## config.mk

```make
export PLATFORM = sky130hd
export DESIGN_NAME = if_fetch_unit
export DESIGN_NICKNAME = d
export VERILOG_FILES = /design/src/rtl/if_fetch_unit.sv
export SDC_FILE = /design/constraint.sdc
export NUM_CORES = 1
export LEC_CHECK = 0
export CAP_MARGIN = 10
export CELL_PAD_IN_SITES_DETAIL_PLACEMENT = 1
export CELL_PAD_IN_SITES_GLOBAL_PLACEMENT = 2
export CORE_MARGIN = 1
export CORE_UTILIZATION = 24
export CTS_CLUSTER_SIZE = 10
export DETAILED_ROUTE_END_ITERATION = 10
export PLACE_DENSITY_LB_ADDON = 0.12
export SYNTH_ARGS = -nofsm -noshare
export SYNTH_HDL_FRONTEND = slang
export SYNTH_SLANG_ARGS = --single-unit
```

## constraint.sdc

```tcl
create_clock -name clk -period 2.4 [get_ports clk]
set_input_delay 0.72 -clock clk [delete_from_list [all_inputs] [get_ports clk]]
set_output_delay 0.72 -clock clk [all_outputs]
set_load 0.02 [all_outputs]
```

## src/rtl/if_fetch_unit.sv

```systemverilog
// rtl/if_fetch_unit.sv - instruction fetch stage with PC, wait-state handling and hazard hold buffer
//
// Purpose:
//   Holds the architectural PC, fetches through a variable-latency req/ready
//   instruction memory, presents instructions (or NOP bubbles) to decode, and
//   keeps a one-entry buffer so a stalled instruction stays on Ins_out.
//
// Ports:
//   clk, reset        clock; synchronous active-high reset
//   PC_next           next PC from decode (sampled only on advance / redirect)
//   Stall             load-use hazard: hold PC and current instruction
//   Flush             decode redirect: instruction currently in fetch is wrong-path
//   imem_req/addr     fetch request and address (addr = PC)
//   imem_ready/rdata  fetch completion strobe and instruction word
//   Ins_out/Ins_valid instruction presented to decode and its validity
//   PC_plus4_out      PC+4 of the presented slot
//   PC_out            current PC

module if_fetch_unit #(
  parameter logic [31:0] RESET_PC = 32'h80000000,
  parameter logic [31:0] NOP_INS  = 32'h00000000
) (
  input  logic        clk,
  input  logic        reset,
  input  logic [31:0] PC_next,
  input  logic        Stall,
  input  logic        Flush,
  output logic        imem_req,
  output logic [31:0] imem_addr,
  input  logic        imem_ready,
  input  logic [31:0] imem_rdata,
  output logic [31:0] Ins_out,
  output logic        Ins_valid,
  output logic [31:0] PC_plus4_out,
  output logic [31:0] PC_out
);

  typedef enum logic {
    S_REQ  = 1'b0,
    S_HOLD = 1'b1
  } state_t;

  state_t      r_state;
  logic [31:0] r_pc;
  logic [31:0] r_buf;
  logic        r_redirect_pending;
  logic [31:0] r_redirect_pc;

  // Fetched word is usable only if no redirect landed while it was in flight
  // and no redirect lands on the completion cycle itself.
  logic        w_accept;

  assign w_accept     = imem_ready && !r_redirect_pending && !Flush;
  assign imem_addr    = r_pc;
  assign PC_out       = r_pc;
  assign PC_plus4_out = r_pc + 32'd4;

  always_comb begin
    imem_req  = 1'b0;
    Ins_out   = NOP_INS;
    Ins_valid = 1'b0;
    if (!reset) begin
      case (r_state)
        S_REQ: begin
          imem_req = 1'b1;
          if (w_accept) begin
            Ins_out   = imem_rdata;
            Ins_valid = 1'b1;
          end
        end
        S_HOLD: begin
          Ins_out   = r_buf;
          Ins_valid = 1'b1;
        end
        default: ;
      endcase
    end
  end

  always_ff @(posedge clk) begin
    if (reset) begin
      // Any outstanding request is abandoned; memory drops it on this reset too.
      r_pc               <= RESET_PC;
      r_state            <= S_REQ;
      r_buf              <= NOP_INS;
      r_redirect_pending <= 1'b0;
      r_redirect_pc      <= RESET_PC;
    end else begin
      case (r_state)
        S_REQ: begin
          if (!imem_ready) begin
            // Request cannot be cancelled: remember the redirect until it completes.
            if (Flush) begin
              r_redirect_pending <= 1'b1;
              r_redirect_pc      <= PC_next;
            end
          end else if (r_redirect_pending) begin
            r_pc               <= r_redirect_pc;
            r_redirect_pending <= 1'b0;
          end else if (Flush) begin
            r_pc <= PC_next;
          end else if (Stall) begin
            r_buf   <= imem_rdata;
            r_state <= S_HOLD;
          end else begin
            r_pc <= PC_next;
          end
        end
        S_HOLD: begin
          if (Flush || !Stall) begin
            r_pc    <= PC_next;
            r_state <= S_REQ;
          end
        end
        default: r_state <= S_REQ;
      endcase
    end
  end

endmodule

```

==> flow_metrics.tcl <==
set metrics [dict create \
    r2r_slack_ps 550 \
    cp_common_cell "nand4_1" \
    critPathLaunchType "flip-flop" \
    p_clk_share_pct 30.1 \
    routed_via_density 4.509 \
    required_ps 1680 \
    final.min_clock_period_ps 2567 \
    multiInputGateArea_um2 3129 \
    maxCapViolCount 0 \
    pwr-share-comb_pct 29.8 \
    die_x_um 148.0 \
    worstPathMaxFanout 7 \
    drt_first_pass_iters 4 \
    worstHoldPathCells 2 \
    syn-instance-count 622 \
    synth_edf_count 0 \
    gp_congestion 0.7365 \
    htree_levels 3 \
    path_class "reg2out" \
    clk_pin_slew_worst_paths_ps 70 \
    grt-ovfl-total 0 \
    netSwitchingPower_mw 1.355 \
    fin_skew_ps 5.895 \
    maxSlewViolCount 0 \
    met2_usage_pct 29.15 \
    worst_slew_pin_slew_ps 1218 \
    worst_ep_arrival_time_ps 1850 \
    max_freq_ghz 0.3896 \
    synthArstFlopShare_pct 0 \
    clock_latency_ps 340 \
    end_kind "primary output" \
    start_util_pct 24.43 \
    syn_to_final_growth_pct 65.93 \
    seq_area_um2 1988 \
    hp-start "r_redirect_pc[12]" \
    maxSlewHeadroom_pct 18.77 \
    drcViolationCount 0 \
    grt_pass1_wl_mm 28.14 \
    grtUsageMet3_pct 3.704 \
    pre_cts_ws_ps -866.9 \
    drt-initial-drc-count 148 \
    post-route-period-util_pct 106.9 \
    ys_ff_latch 98 \
    die_h_um 148.0 \
    clockRootBuffer "clkbuf_16" \
    power.total_mw 4.457 \
    numCtsBuffers 9 \
    hold_class "reg2reg" \
    ys_top_cells_by_area "dfxtp_1 38%, mux2i_1 12%, nand2_1 10%, a21oi_1 6.3%, buf_4 5.4%" \
    diodes 0 \
    synth_area_leader_cell "dfxtp_1" \
    timing.rr.end "PC_out[31]" \
    syn_area_um2 5119 \
    place_area_um2 7774 \
    pwr-share-seq_pct 40.0 \
    synth_flop_cell "dfxtp_1" \
    finalSetupViolCount 16 \
    clock_sinks 98 \
    p_int_mw 3.103 \
    postLayoutCoreUtil_pct 40.53 \
    worst_path_max_delay_cell "nor3_4" \
    numPortBuffers 198 \
    finalSetupTns_ps -1719 \
    drive_gt1_share_pct 32.00 \
    clock_path_buffers 2 \
    r2r_start "r_state" \
    die-area_um2 21920 \
    slowest_delay_ps 340 \
    grt_use_met1_pct 20.02 \
    outcome "finished, violations left" \
    ios 199 \
    busiest_layer "met2" \
    post_drt_wl_per_cell_um 15.94 \
    power_density_nw_per_um2 524.8 \
    holdPathEnd "r_redirect_pc[12]" \
    grt_max_degree 99 \
    ant_nets 0 \
    hpwl_mm 12.54 \
    hold_viol 0 \
    fillers 2422 \
    worst_ir_drop_vdd_v 0.0003863 \
    violations "setup timing" \
    vias 5059 \
    nNetsFinal 913 \
    yosysWarnings 0 \
    worst_slack_ps -166.5 \
    core-area_um2 20960 \
    final_area_um2 8493 \
    yosysTopAreaCellShare_pct 38.33 \
    crit_chain "nand4_1 -> nor3_4 -> buf_12 -> nand4_1 -> xnor2_2 -> buf_4" \
    synthDistinctLibCells 34 \
    first_global_vias 5208 \
    antenna_found_initial 0 \
    synth-seq-area-share_pct 38.33 \
    rsz0062_at_grt "yes" \
    grt_usage_pct 16.39 \
    p_leak_nw 3.481 \
    synth_nets 692 \
    fp-row-count 53 \
    cts_tree "yes" \
    reg2regPathDepth 5 \
    wirelength_mm 17.89 \
    netSwitchingFraction_pct 30.39 \
    avgSynthCellArea_um2 8.229 \
]
-- power by group through the flow --
stage	combinational, mW	clock (mW)	sequential, mW
3_3_place_gp	1.27	0	1.81
5_1_grt	1.42	1.47	1.80
4_1_cts	1.31	1.40	1.78
3_5_place_dp	1.29	0	1.82
2_1_floorplan	0.581	0	1.90
6_report	1.33	1.34	1.78
-- worst max path at each step --
stage | start | end | slack (ps) | cells past startpoint
finish | PC_out[12] | PC_plus4_out[24] | -170 | 6
global route | PC_out[16] | PC_plus4_out[31] | -280 | 7
CTS | PC_out[12] | PC_plus4_out[31] | -180 | 7
detailed placement | imem_ready | Ins_out[19] | -870 | 7
global placement | imem_ready | Ins_out[4] | -810 | 7
floorplan | PC_out[2] | PC_plus4_out[16] | -20 | 5
-- stage by stage --
stage | hold slack, ps | std cells
2_1_floorplan | 434.1 | 622
3_3_place_gp | 440.8 | 1082
3_5_place_dp | 448.9 | 1082
4_1_cts | 458.3 | 1110
5_1_grt | 471.7 | 1122
6_report | 454.2 | 1122
-- Yosys cell counts, types with 2 or more instances --
cell,count
inv_1,4
nor3_4,2
a211oi_2,20
xnor2_1,23
dfxtp_1,98
nor3_1,4
and3_1,2
nand3_1,16
nand4_1,8
nor2_1,67
and4_1,3
xor2_1,5
nand2b_1,3
clkbuf_1,20
a211oi_1,13
and2_1,3
mux2i_1,63
buf_2,17
a21oi_1,64
nand2_1,137
buf_4,37
-- registers in the layout, summed over array words and instances, names as in the netlist --
name,flops
r_buf,32
r_redirect_pc,32
PC_out,32
r_redirect_pending,1
r_state,1
-- cells by family after synthesis --
logic type / share of synthesized area (%)
simple gates: 21.19
compound gates: 13.91
flops: 38.33
buf+inv: 8.995
mux: 12.54
xor+xnor: 4.791
fa+ha+maj: 0.2444
-- worst max-delay path, delay by kind of cell, from the launching register on --
family / cells / cell delay (ps)
xor+xnor: 1 / 150
flops: 1 / 320
buf+inv: 2 / 330
simple gates: 3 / 700
-- final cells by class --
| class | instances | share of cell area [%] |
|---|---|---|
| multi-input cells | 444 | 36.84 |
| clock inverters | 2 | 0.1621 |
| well taps | 275 | 4.051 |
| inverters | 5 | 0.2210 |
| clock buffers | 13 | 2.946 |
| repair buffers | 285 | 32.37 |
| flip-flops and latches | 98 | 23.41 |
-- per-layer routing --
metal / part of all wire, % / vias to the layer above / wire length (um)
met3: 4.8 / 11 / 860
met4: 0.91 / 0 / 162
met5: 0 / - / 0
met1: 43 / 2430 / 7757
met2: 51 / 118 / 9107
li1: - / 2500 / -
-- cells in the final DEF (no fill, tap or decap), types with 2 or more instances in the layout --
cell               n
nand2_1          132
nand3_1            6
dfxtp_1           81
xor2_1             4
clkdlybuf4s50_1  133
nand3_4            7
nor3_4             2
buf_6             19
inv_1              4
nand4_1            8
clkbuf_1           3
nor2_1            44
nand2_2            3
buf_12            13
xnor2_1            5
and4_1             2
nand3_2            3
dfxtp_2           15
buf_16             3
nor2_4            10
xnor2_2           18
dlygate4sd2_1      4
buf_2             12
buf_4            100
a21oi_1           64
nor2_2            13
nor3_2             3
mux2i_1           63
a211oi_2          20
clkbuf_16          9
dfxtp_4            2
and2_1             2
nand2_4            2
a211oi_1          13
-- repair_timing --
item / in CTS / in global routing
pin swaps: 16 / 22
resized for setup: 354 / 51
endpoints found under the hold margin: 0 / 0
buffers inserted: 10 / 16
cloned: 4 / 0
endpoints found under the setup margin: 62 / 51
hold buffers: 0 / 0
(Power assumes the default switching activity.)
